**src/rtl/vector_ops_pipe.sv**
```systemverilog
// Registered vector-operations stage: two WIDTH-bit operands per beat in, one 2*WIDTH-bit
// result per producing beat out, with an op-7 OR-accumulate across a packet.
module vector_ops_pipe #(
    parameter int WIDTH = 4,
    parameter int CNT_W = 8
) (
    input  logic                 clk,
    input  logic                 reset,
    input  logic                 in_valid,
    output logic                 in_ready,
    input  logic [WIDTH-1:0]     in_a,
    input  logic [WIDTH-1:0]     in_b,
    input  logic [2:0]           in_op,
    input  logic                 in_last,
    output logic                 out_valid,
    input  logic                 out_ready,
    output logic [2*WIDTH-1:0]   out_vec,
    output logic                 out_flag,
    output logic [CNT_W-1:0]     out_count,
    output logic                 out_last
);

    localparam logic [0:0] ST_IDLE  = 1'b0;
    localparam logic [0:0] ST_ACCUM = 1'b1;

    localparam logic [CNT_W-1:0] CNT_ONE = CNT_W'(1);
    localparam logic [CNT_W-1:0] CNT_MAX = {CNT_W{1'b1}};

    logic [0:0]           state_reg, state_next;
    logic [WIDTH-1:0]     acc_reg, acc_next;
    logic [CNT_W-1:0]     cnt_reg, cnt_next;

    logic                 out_valid_reg;
    logic [2*WIDTH-1:0]   out_vec_reg, vec_next;
    logic                 out_flag_reg;
    logic [CNT_W-1:0]     out_count_reg, count_next;
    logic                 out_last_reg, last_next;

    logic [WIDTH-1:0]     and_ab, or_ab, xor_ab;
    logic [WIDTH-1:0]     acc_merge;
    logic [CNT_W-1:0]     cnt_sat, cnt_merge;
    logic                 accept, produce;

    genvar gi;
    generate
        for (gi = 0; gi < WIDTH; gi++) begin : g_bitwise
            assign and_ab[gi] = in_a[gi] & in_b[gi];
            assign or_ab[gi]  = in_a[gi] | in_b[gi];
            assign xor_ab[gi] = in_a[gi] ^ in_b[gi];
        end
    endgenerate

    // Accept whenever the output slot is empty or being drained this cycle.
    assign in_ready = !reset && (!out_valid_reg || out_ready);
    assign accept   = in_valid && in_ready;

    // Beat counter sticks at its maximum rather than wrapping.
    assign cnt_sat   = (cnt_reg == CNT_MAX) ? cnt_reg : cnt_reg + CNT_ONE;
    assign acc_merge = (state_reg == ST_ACCUM) ? (acc_reg | and_ab) : and_ab;
    assign cnt_merge = (state_reg == ST_ACCUM) ? cnt_sat : CNT_ONE;

    always_comb begin
        vec_next   = '0;
        count_next = CNT_ONE;
        last_next  = in_last;
        produce    = 1'b1;
        acc_next   = acc_reg;
        cnt_next   = cnt_reg;
        state_next = state_reg;
        case (in_op)
            3'd0: vec_next[WIDTH-1:0] = and_ab;
            3'd1: vec_next[WIDTH-1:0] = or_ab;
            3'd2: vec_next[WIDTH-1:0] = xor_ab;
            3'd3: vec_next = {~in_a, ~in_b};
            3'd4: vec_next[0] = (|in_a) && (|in_b);
            3'd5: vec_next[0] = (|in_a) || (|in_b);
            3'd6: vec_next[3:0] = {&in_b, &in_a, |in_b, |in_a};
            default: begin
                // Op 7: only the closing beat of a packet yields a result.
                if (in_last) begin
                    vec_next[WIDTH-1:0] = acc_merge;
                    count_next          = cnt_merge;
                    last_next           = 1'b1;
                    acc_next            = '0;
                    cnt_next            = '0;
                    state_next          = ST_IDLE;
                end else begin
                    produce    = 1'b0;
                    acc_next   = acc_merge;
                    cnt_next   = cnt_merge;
                    state_next = ST_ACCUM;
                end
            end
        endcase
    end

    always_ff @(posedge clk) begin
        if (reset) begin
            state_reg     <= ST_IDLE;
            acc_reg       <= '0;
            cnt_reg       <= '0;
            out_valid_reg <= 1'b0;
            out_vec_reg   <= '0;
            out_flag_reg  <= 1'b0;
            out_count_reg <= '0;
            out_last_reg  <= 1'b0;
        end else begin
            if (accept) begin
                state_reg <= state_next;
                acc_reg   <= acc_next;
                cnt_reg   <= cnt_next;
            end
            if (accept && produce) begin
                out_valid_reg <= 1'b1;
                out_vec_reg   <= vec_next;
                out_flag_reg  <= |vec_next;
                out_count_reg <= count_next;
                out_last_reg  <= last_next;
            end else if (out_ready) begin
                out_valid_reg <= 1'b0;
            end
        end
    end

    assign out_valid = out_valid_reg;
    assign out_vec   = out_vec_reg;
    assign out_flag  = out_flag_reg;
    assign out_count = out_count_reg;
    assign out_last  = out_last_reg;

endmodule

```
**config.mk**
```make
export PLATFORM = sky130hd
export DESIGN_NAME = vector_ops_pipe
export DESIGN_NICKNAME = d
export VERILOG_FILES = /design/src/rtl/vector_ops_pipe.sv
export SDC_FILE = /design/constraint.sdc
export NUM_CORES = 1
export LEC_CHECK = 0
export CAP_MARGIN = 40
export CORE_MARGIN = 1.5
export CORE_UTILIZATION = 53
export CTS_BUF_LIST = sky130_fd_sc_hd__clkbuf_4
export CTS_CLUSTER_DIAMETER = 80
export DETAILED_ROUTE_END_ITERATION = 10
export GPL_ROUTABILITY_DRIVEN = 1
export PLACE_DENSITY = 0.79
export SLEW_MARGIN = 5
export SYNTH_ARGS = -nofsm -noshare
export SYNTH_HDL_FRONTEND = slang
export SYNTH_SLANG_ARGS = --single-unit
```
**constraint.sdc**
```tcl
create_clock -name clk -period 2.7 [get_ports clk]
set_input_delay 0.54 -clock clk [delete_from_list [all_inputs] [get_ports clk]]
set_output_delay 0.54 -clock clk [all_outputs]
set_load 0.01 [all_outputs]
```
==> results.sh <==
export IMPL_drv_cap=0
export IMPL_yosys_top_cells_area="dfxtp_1 35%, ha_1 6.2%, nor2_1 5.8%"
export IMPL_synthesis_area_um2=1813
export IMPL_synth_main_ff_cell="dfxtp_1"
export IMPL_ios=36
export IMPL_clock_sinks=32
export IMPL_cts_hold_buf=0
export IMPL_critPathArrivalTime_ps=1880
export IMPL_synth_common_cells="32 x dfxtp_1, 28 x nor2_1, 15 x a21oi_1, 15 x nand2_1, 12 x a22oi_1"
export IMPL_post_route_period_util_pct=89.54
export IMPL_num_antenna_cells=0
export IMPL_cts_root_buf="clkbuf_4"
export IMPL_drt_iter0_markers=86
export IMPL_antenna_found_initial=0
export IMPL_regArea_um2=640.6
export IMPL_grt_pass1_vias=1443
export IMPL_yosys_register_bits=32
export IMPL_rsz0062_at_grt="no"
export IMPL_grt_max_degree=30
export IMPL_cts_repair_resized=0
export IMPL_drive_gt1_share_pct=11.20
export IMPL_clock_latency_ps=340
export IMPL_worstMarginPinSlew_ps=431.1
export IMPL_synth_cell_types=48
export IMPL_syn2layout_area_growth_pct=27.81
export IMPL_numCtsBuffers=5
export IMPL_cts_path_max_buffers=2
export IMPL_finalCriticalPeriod_ps=2418
export IMPL_maxSlewHeadroom_pct=71.17
export IMPL_worst_setup_path_type="input port to output pin"
export IMPL_syn_avg_cell_area_um2=8.316
export IMPL_grtUsageTotal_pct=23.34
export IMPL_reg2regPathDepth=6
export IMPL_wirelength_um=4168
export IMPL_setup_viol=0
export IMPL_die_h_um=61.49
export IMPL_synth_top_area_share_pct=35.33
export IMPL_holdPathStages=2
export IMPL_hp_class="flop to flop"
export IMPL_dieArea_um2=3780
export IMPL_gp_congestion=0.9024
export IMPL_yosys_warnings=0
export IMPL_power_frac_comb_pct=17.4
export IMPL_synth_edf_count=0
export IMPL_wl_per_cell_um=13.67
export IMPL_worstPathRequired_ps=2160
export IMPL_status="complete, no violations"
export IMPL_endpoint_kind="output pin"
export IMPL_syn_inst=218
export IMPL_num_vias=1764
export IMPL_start_kind="input port"
export IMPL_yosysTopAreaCell="dfxtp_1"
export IMPL_cts_max_level=2
export IMPL_io_buffer_count=35
export IMPL_cp_max_fo=7
export IMPL_timing_fmax_mhz=413.6
export IMPL_placed_cell_area_um2=2256
export IMPL_synth_most_common_cell="dfxtp_1"
export IMPL_swShare_pct=28.41
export IMPL_drc=0
export IMPL_num_nets_final=283
export IMPL_grt_pass1_wl_um=6561
export IMPL_power_density_nw_per_um2=400.7
export IMPL_dpl_hpwl_um=3035
export IMPL_power_clock_fraction_pct=30.0
export IMPL_synth_async_sr_flop_share_pct=0
export IMPL_rows=21
export IMPL_design_area_um2=2317
export IMPL_clk_pin_slew_ps=110
export IMPL_postCtsSetupBuffers=0
export IMPL_synth_nets=243
export IMPL_ant_nets=0
export IMPL_die_x_um=61.49
export IMPL_routed_via_density=5.784
export IMPL_cts_tree="built"
export IMPL_vdd_ir_drop_max_uv=329.6
export IMPL_drt_pass1_iter_count=4
export IMPL_finalSetupTns_ps=0
export IMPL_ys_seq_area_share_pct=35.33
export IMPL_p_seq_share_pct=52.6
export IMPL_core_area_um2=3311
export IMPL_start_util_pct=54.76
export IMPL_fill_cells=288
export IMPL_final_hold_violation_count=0
export IMPL_grt_overflow=0
export IMPL_finalMaxSlewViolations=0
export IMPL_p_leak_nw=0.8417
export IMPL_p_sw_w=0.0002638
export IMPL_fin_skew_ps=5.224
export IMPL_p_int_w=0.0006648
export IMPL_multi_input_area_um2=1052
metrics by stage:
stage                     power [W]  instances  util (%)  setup slack, ps  hold WS [ps]
after global routing      0.0009755        305     69.99            234.5         474.4
after floorplan           0.0005841        218         -            621.4         457.3
after detailed placement  0.0006594        297     68.14            6.248         445.8
after global placement    0.0006583        297     68.14            45.24         442.2
final                     0.0009286        305     69.99            282.4         458.2
after CTS                 0.0009378        305     69.99            274.4         465.1
logic make-up after synthesis:
group,synth area share [%]
AOI/OAI and AO/OA,24.29
and+or+nand+nor,21.81
xor gates and xnor gates,0.9664
adders and majority gates,6.211
buffers and inverters,6.626
muxes,4.762
DFF,35.33
layout make-up:
class	instances	share of cell area [%]
flip-flops and latches	32	27.65
multi-input cells	158	45.41
clock inverters	3	1.026
inverters	14	2.268
repair buffers	47	19.55
clock buffers	5	1.620
well taps	46	2.484
cells in the final DEF, fill, tap and decap left out, drive strengths merged, types with 3 or more instances in the layout:
cell | Yosys | layout
o21ai | 8 | 8
dfxtp | 32 | 32
ha | 9 | 9
clkbuf | 5 | 5
mux2i | 3 | 3
and3 | 3 | 3
and4 | 3 | 3
buf | 9 | 12
a211oi | 6 | 6
clkdlybuf4s50 | 0 | 35
or3 | 4 | 4
nand4 | 7 | 7
nand3 | 5 | 5
nor2 | 29 | 29
inv | 14 | 14
nand2 | 15 | 15
a22oi | 12 | 12
a31oi | 5 | 5
nor3 | 5 | 5
a21oi | 15 | 15
path summary, 6_finish.rpt:
check          startpoint  slack, ps            to
max             out_ready        280      in_ready
max reg2reg    cnt_reg[0]        720    cnt_reg[0]
min reg2reg  out_count[5]        460  out_count[5]
min          out_count[5]        460  out_count[5]
power by group through the flow:
stage | Combinational (W) | Clock, W | Sequential (W)
detailed placement | 0.000160 | 0 | 0.000499
floorplan | 0.0000814 | 0 | 0.000503
global route | 0.000177 | 0.000308 | 0.000490
global placement | 0.000159 | 0 | 0.000499
finish | 0.000162 | 0.000279 | 0.000488
CTS | 0.000162 | 0.000288 | 0.000489
worst max-delay path, cell delays in order:
cell             delay (ps)
clkdlybuf4s50_1         450
nand2b_1                210
and2_1                  160
clkdlybuf4s50_1         520
routing by layer:
metal / GRT usage (%) / wire [um] / up-vias
li1: - / - / 892
met1: 32.48 / 1995 / 811
met2: 35.49 / 1847 / 54
met3: 5.882 / 272 / 7
met4: 7.295 / 53 / 0
met5: 0 / 0 / -
No activity file was read; power rests on OpenSTA's default activity.
